==> src/rtl/mem_access_pkg.sv <==
// Shared encodings for the load/store sequencer: size codes, memory load/store
// opcodes, FSM state type and the access-width helper.
package mem_access_pkg;

    localparam logic [1:0] SZ_BYTE = 2'd0;
    localparam logic [1:0] SZ_HALF = 2'd1;
    localparam logic [1:0] SZ_WORD = 2'd2;
    localparam logic [1:0] SZ_ILL  = 2'd3;

    localparam logic [2:0] LD_LW  = 3'b000;
    localparam logic [2:0] LD_LB  = 3'b001;
    localparam logic [2:0] LD_LBU = 3'b010;
    localparam logic [2:0] LD_LH  = 3'b011;
    localparam logic [2:0] LD_LHU = 3'b100;

    localparam logic [1:0] ST_SW = 2'b00;
    localparam logic [1:0] ST_SB = 2'b01;
    localparam logic [1:0] ST_SH = 2'b10;

`ifdef MISALIGN_SPLIT_EN
    typedef enum logic [1:0] {
        S_IDLE   = 2'd0,
        S_ACCESS = 2'd1,
        S_SPLIT  = 2'd2,
        S_RESP   = 2'd3
    } state_t;
`else
    typedef enum logic [1:0] {
        S_IDLE   = 2'd0,
        S_ACCESS = 2'd1,
        S_RESP   = 2'd3
    } state_t;
`endif

    // Illegal size reports 4 bytes; such requests are faulted regardless.
    function automatic logic [2:0] size_bytes(input logic [1:0] size);
        case (size)
            SZ_BYTE: return 3'd1;
            SZ_HALF: return 3'd2;
            default: return 3'd4;
        endcase
    endfunction

endpackage

==> src/rtl/mem_load_align.sv <==
// Combinational load extender: sign/zero-extends a low-aligned byte or half,
// passes words through. Shared by the direct and split-assembly load paths.
module mem_load_align
    import mem_access_pkg::*;
(
    input  logic [31:0] raw,
    input  logic [1:0]  size,
    input  logic        uns,
    output logic [31:0] data
);

    always_comb begin
        data = '0;
        case (size)
            SZ_BYTE: data = {{24{~uns & raw[7]}}, raw[7:0]};
            SZ_HALF: data = {{16{~uns & raw[15]}}, raw[15:0]};
            SZ_WORD: data = raw;
            default: data = '0;
        endcase
    end

endmodule

==> src/rtl/mem_access_unit.sv <==
// Load/store sequencer between the MEM stage and the byte-addressed data memory.
// Define MISALIGN_SPLIT_EN to split misaligned half/word accesses into byte steps.
module mem_access_unit
    import mem_access_pkg::*;
#(
    parameter int unsigned AW = 10
) (
    input  logic          clk,
    input  logic          rstn,
    input  logic          req_valid,
    output logic          req_ready,
    input  logic          req_we,
    input  logic [1:0]    req_size,
    input  logic          req_unsigned,
    input  logic [31:0]   req_addr,
    input  logic [31:0]   req_wdata,
    output logic          rsp_valid,
    output logic [31:0]   rsp_rdata,
    output logic          rsp_err,
    output logic          dm_we,
    output logic [AW-1:0] dm_addr,
    output logic [31:0]   dm_wdata,
    output logic [2:0]    dm_load,
    output logic [1:0]    dm_store,
    input  logic [31:0]   dm_rdata
);

    state_t        state, state_d, acc_state;
    logic          r_we, r_uns, r_err;
    logic [1:0]    r_size;
    logic [AW-1:0] r_addr;
    logic [31:0]   r_wdata, rdata_q;
    logic [31:0]   align_raw, align_out;
    logic          accept, req_misal, req_fault;
    logic [2:0]    req_nbytes;
    logic [AW:0]   req_last;
`ifdef MISALIGN_SPLIT_EN
    logic [1:0]    k;
    logic [2:0]    r_nbytes;
    logic [31:0]   asm_q, asm_next;
    logic          split_last, go_split;
`endif

    assign req_ready = (state == S_IDLE) || (state == S_RESP);
    assign accept    = req_valid && req_ready;

    // Last byte is computed one bit wider so a top-of-memory overrun shows as a carry.
    always_comb begin
        req_nbytes = size_bytes(req_size);
        req_last   = {1'b0, req_addr[AW-1:0]} + (AW+1)'(req_nbytes) - (AW+1)'(1);
        req_misal  = ((req_size == SZ_HALF) && req_addr[0]) ||
                     ((req_size == SZ_WORD) && (req_addr[1:0] != 2'b00));
        req_fault  = (req_size == SZ_ILL) || (req_addr[31:AW] != '0) || req_last[AW];
`ifdef MISALIGN_SPLIT_EN
        go_split   = req_misal && !req_fault;
        acc_state  = go_split ? S_SPLIT : S_ACCESS;
`else
        req_fault  = req_fault || req_misal;
        acc_state  = S_ACCESS;
`endif
    end

    always_ff @(posedge clk or negedge rstn) begin
        if (!rstn) state <= S_IDLE;
        else       state <= state_d;
    end

    always_comb begin
        state_d = state;
        case (state)
            S_IDLE:   if (accept) state_d = acc_state;
            S_ACCESS: state_d = S_RESP;
`ifdef MISALIGN_SPLIT_EN
            S_SPLIT:  if (split_last) state_d = S_RESP;
`endif
            S_RESP:   state_d = accept ? acc_state : S_IDLE;
            default:  state_d = S_IDLE;
        endcase
    end

`ifdef MISALIGN_SPLIT_EN
    // Each split step merges the fetched byte into lane k; the final step's
    // merged word goes straight to the extender.
    always_comb begin
        r_nbytes   = size_bytes(r_size);
        split_last = ({1'b0, k} == (r_nbytes - 3'd1));
        asm_next   = asm_q;
        asm_next[{k, 3'b000} +: 8] = dm_rdata[7:0];
    end
    assign align_raw = (state == S_SPLIT) ? asm_next : dm_rdata;
`else
    assign align_raw = dm_rdata;
`endif

    mem_load_align u_align (
        .raw  (align_raw),
        .size (r_size),
        .uns  (r_uns),
        .data (align_out)
    );

    always_ff @(posedge clk or negedge rstn) begin
        if (!rstn) begin
            r_we    <= 1'b0;
            r_uns   <= 1'b0;
            r_err   <= 1'b0;
            r_size  <= '0;
            r_addr  <= '0;
            r_wdata <= '0;
            rdata_q <= '0;
`ifdef MISALIGN_SPLIT_EN
            k       <= '0;
            asm_q   <= '0;
`endif
        end else begin
            if (accept) begin
                r_we    <= req_we;
                r_uns   <= req_unsigned;
                r_err   <= req_fault;
                r_size  <= req_size;
                r_addr  <= req_addr[AW-1:0];
                r_wdata <= req_wdata;
`ifdef MISALIGN_SPLIT_EN
                k       <= '0;
                asm_q   <= '0;
`endif
            end
            if (state == S_ACCESS)
                rdata_q <= (r_we || r_err) ? '0 : align_out;
`ifdef MISALIGN_SPLIT_EN
            if (state == S_SPLIT) begin
                asm_q <= asm_next;
                k     <= k + 2'd1;
                if (split_last)
                    rdata_q <= r_we ? '0 : align_out;
            end
`endif
        end
    end

    // Memory drive is decoded purely from registered request fields.
    always_comb begin
        dm_we    = 1'b0;
        dm_addr  = '0;
        dm_wdata = '0;
        dm_load  = LD_LW;
        dm_store = ST_SW;
        case (state)
            S_ACCESS: begin
                dm_addr = r_addr;
                if (r_we) begin
                    dm_we    = ~r_err;
                    dm_wdata = r_wdata;
                    case (r_size)
                        SZ_BYTE: dm_store = ST_SB;
                        SZ_HALF: dm_store = ST_SH;
                        default: dm_store = ST_SW;
                    endcase
                end else begin
                    case (r_size)
                        SZ_BYTE: dm_load = r_uns ? LD_LBU : LD_LB;
                        SZ_HALF: dm_load = r_uns ? LD_LHU : LD_LH;
                        default: dm_load = LD_LW;
                    endcase
                end
            end
`ifdef MISALIGN_SPLIT_EN
            S_SPLIT: begin
                dm_addr = r_addr + AW'(k);
                if (r_we) begin
                    dm_we    = 1'b1;
                    dm_store = ST_SB;
                    dm_wdata = {24'b0, r_wdata[{k, 3'b000} +: 8]};
                end else begin
                    dm_load  = LD_LBU;
                end
            end
`endif
            default: ;
        endcase
    end

    assign rsp_valid = (state == S_RESP);
    assign rsp_err   = rsp_valid && r_err;
    assign rsp_rdata = rsp_valid ? rdata_q : '0;

endmodule
==> config.mk <==
export PLATFORM = sky130hd
export DESIGN_NAME = mem_access_unit
export DESIGN_NICKNAME = d
export VERILOG_FILES = /design/src/rtl/mem_access_pkg.sv /design/src/rtl/mem_load_align.sv /design/src/rtl/mem_access_unit.sv
export SDC_FILE = /design/constraint.sdc
export NUM_CORES = 1
export LEC_CHECK = 0
export CAP_MARGIN = 10
export CORE_ASPECT_RATIO = 0.5
export CORE_MARGIN = 3
export CORE_UTILIZATION = 40
export DETAILED_ROUTE_END_ITERATION = 7
export GPL_ROUTABILITY_DRIVEN = 1
export GPL_TIMING_DRIVEN = 0
export HOLD_SLACK_MARGIN = 0.1
export PLACE_DENSITY = 0.77
export SLEW_MARGIN = 20
export SYNTH_ARGS = -nofsm -noshare
export SYNTH_HDL_FRONTEND = slang
export SYNTH_SLANG_ARGS = --single-unit
==> constraint.sdc <==
create_clock -name clk -period 2 [get_ports clk]
set_input_delay 0.2 -clock clk [delete_from_list [all_inputs] [get_ports clk]]
set_output_delay 0.2 -clock clk [all_outputs]
set_load 0.01 [all_outputs]
==> results by group <==
Timing
  – Relative slew slack: 0.609
  – Worst-Margin Slew: 0.586 ns
  – Setup skew after layout: 0.00450 ns
  – Final Max Slew Viols: 0
  – Final setup fails: 0
  – Final period utilization: 0.976
  – Fin crit period: 1.95 ns
  – RSZ-0062 raised after global routing: true
  – Max frequency: 0.513 GHz
  – Hold Slack: 0.260 ns
  – Count of final hold-check violations: 0

Pwr
  – Leak: 0.00339 uW
  – Pwr dens: 1140 mW/mm^2
  – Peak supply drop: 0.000725 V

Placed design
  – GP Congestion: 0.785
  – Placed cell area: 0.00619 mm^2
  – IO buf count: 185
  – HPWL Detailed: 9650 um

Die
  – FP Rows: 25
  – Die area: 0.0117 mm^2
  – Die W: 150 um
  – Core Box Area: 0.00976 mm^2
  – Die Ht: 77.9 um
  – Starting Density: 0.424
  – Num ports: 186

CTS
  – Clk root buf: clkbuf_16
  – Total CTS buffers: 9
  – Clk sink count: 81
  – CTS Buffer Depth: 2
  – H-tree depth: 3
  – Clk_lat worst skew: 0.33 ns
  – Clk pin slew, worst setup/hold paths: 0.06 ns
  – TritonCTS clock tree: built

Layout
  – ANT cells: 0
  – Design Area, Final: 0.00654 mm^2
  – Share of post-route cells with drive strength above 1: 0.101
  – # nets final: 815
  – # fillers: 825
  – Most frequent cells in the layout: 133 x nand2_1, 101 x clkdlybuf4s50_1, 80 x dfrtp_1
  – Synth-to-Final Area Change: 58.1%
  – Multi-input logic area: 0.00183 mm^2
  – FF/Latch Area: 0.00203 mm^2
  – Most common cell after layout, fill and taps aside: nand2_1

Worst setup path
  – CP Capture Type: primary output
  – Crit path largest cell delay: 0.53 ns
  – Required time of the worst setup path: 1.80 ns
  – Slowest CP cell: clkdlybuf4s50_1
  – Startpoint type of the worst setup path: flop
  – CP Max Fanout: 5
  – WP data arrival: 1.75 ns
  – Kind of critical path: flop to primary output
  – Worst-path cell chain: ha_4 > buf_4 > and2_1 > clkdlybuf4s50_1

Global routing
  – Largest net degree at the start of global routing: 57
  – Vias in the first global route: 4168
  – Initial antenna violation count: 0
  – First-pass GRT wire length: 21000 um
  – Congestion Overflow GR: 0
  – All-Layer GR Usage: 0.226

Route
  – Via/cell ratio: 4.86
  – Via count: 4078
  – DR WL/cell: 15.4 um
  – DRC: 0
  – Drt total wl: 12900 um
  – DRT antenna net count: 0
  – First drt pass iteration count: 4
  – DR iter-0 viols: 188

Synth
  – Yosys reg bits: 81
  – Post-synthesis sequential area ratio: 0.490
  – Share of flip-flops with an asynchronous set or reset: 1.00
  – Post-synth top flop: dfrtp_1
  – Number of synthesized flops with an enable pin: 0
  – Synth warnings: 0
  – Avg Cell Area, Syn: 8.35 um^2
  – Synthesized net count: 612
  – Post-synthesis cell type count: 32
  – Post-Synthesis Cells: 496
  – Synth Cell Area: 0.00414 mm^2

Flow run
  – Max Cap Viol: 0

Min path
  – Hold Path Class: input pin to flop

Status
  – Status: finished, final reports clean
==> logic make-up after synthesis <==
family                   synth area share
AO/OA/AOI/OAI                       0.116
flip-flops                          0.490
buffers and inverters              0.0768
AND/OR/NAND/NOR                     0.274
XOR/XNOR                          0.00212
adder cells (fa/ha/maj)            0.0393
multiplexers                      0.00242
==> metal layers <==
metal / global-route usage / wire (um) / part of all wire
met5: 0 / 0 / 0
met4: 0.0456 / 155 / 0.012
met3: 0.0519 / 501 / 0.039
met2: 0.394 / 6670 / 0.52
met1: 0.288 / 5610 / 0.43
==> registers in the layout (all words and copies together) (netlist names) <==
| signal | flops |
|---|---|
| r_wdata | 32 |
| r_err | 1 |
| state | 2 |
| r_uns | 1 |
| r_we | 1 |
| rdata_q | 32 |
| r_size | 2 |
| r_addr | 10 |
==> per-stage QoR <==
stage / cells / setup slack [ns] / util / TNS (ns) / total power, uW
6_report: 839 / 0.0488 / 0.671 / 0 / 7490
5_1_grt: 839 / -0.0272 / 0.671 / -0.0687 / 8040
4_1_cts: 836 / 0.000735 / 0.667 / 0 / 7440
3_5_place_dp: 817 / -0.538 / 0.634 / -10.92 / 5700
3_3_place_gp: 816 / -2.23 / 0.631 / -189.33 / 5600
2_1_floorplan: 496 / 0.194 / - / 0 / 4220
==> cell usage after synthesis, drive strengths merged (2+ instances only) <==
library cell | count | area share
a211oi | 2 | 0.0060
a21oi | 29 | 0.035
a31oi | 2 | 0.0030
and2 | 43 | 0.065
and3 | 32 | 0.048
buf | 11 | 0.013
clkbuf | 22 | 0.020
dfrtp | 81 | 0.49
ha | 13 | 0.039
inv | 48 | 0.044
nand2 | 134 | 0.12
nand4 | 2 | 0.0030
nor2 | 7 | 0.0063
nor2b | 2 | 0.0030
nor3 | 6 | 0.0085
nor3b | 2 | 0.0063
nor4 | 5 | 0.0076
o21ai | 22 | 0.027
o22ai | 24 | 0.036
==> cell type report <==
class / count / share of cell area
clock buffer: 11 / 0.0371
multi-input combinational: 334 / 0.279
tap: 135 / 0.0258
inverter: 48 / 0.0275
timing repair buffer: 193 / 0.279
sequential: 81 / 0.310
buffer: 32 / 0.0329
clock inverter: 5 / 0.00841
==> worst max-delay path, delay by kind of cell, from the launching register on <==
kind / cells / cell delay (ns)
buffers and inverters: 2 / 0.67
flip-flops: 1 / 0.44
adder cells (fa/ha/maj): 1 / 0.20
AND/OR/NAND/NOR: 1 / 0.11
==> power breakdown <==
group	internal [uW]	switching, uW	leakage (uW)
sequential	2120	263	0.00105
clock	997	649	0.000142
combinational	1480	1970	0.00220
==> worst paths after layout <==
| kind | from | end | slack (ns) | depth (start not counted) |
|---|---|---|---|---|
| setup / recovery | state[0] | rsp_err | 0.05 | 4 |
| hold / removal | req_size[0] | r_size[0] | 0.26 | 3 |
| setup reg to reg | state[0] | r_size[0] | 0.20 | 7 |
| hold reg to reg | r_wdata[4] | r_wdata[4] | 0.47 | 2 |
| max in group asynchronous | rstn | state[0] | 1.07 | 3 |
| min in group asynchronous | rstn | rdata_q[24] | 0.33 | 2 |
==> timing repair <==
action	CTS	global route
hold buffers	1	0
pin swaps	1	0
gates cloned	0	0
resized for setup	122	41
endpoints found under the hold margin	25	0
setup buffers	3	3
endpoints found under the setup margin	117	55
(Power assumes the default switching activity.)
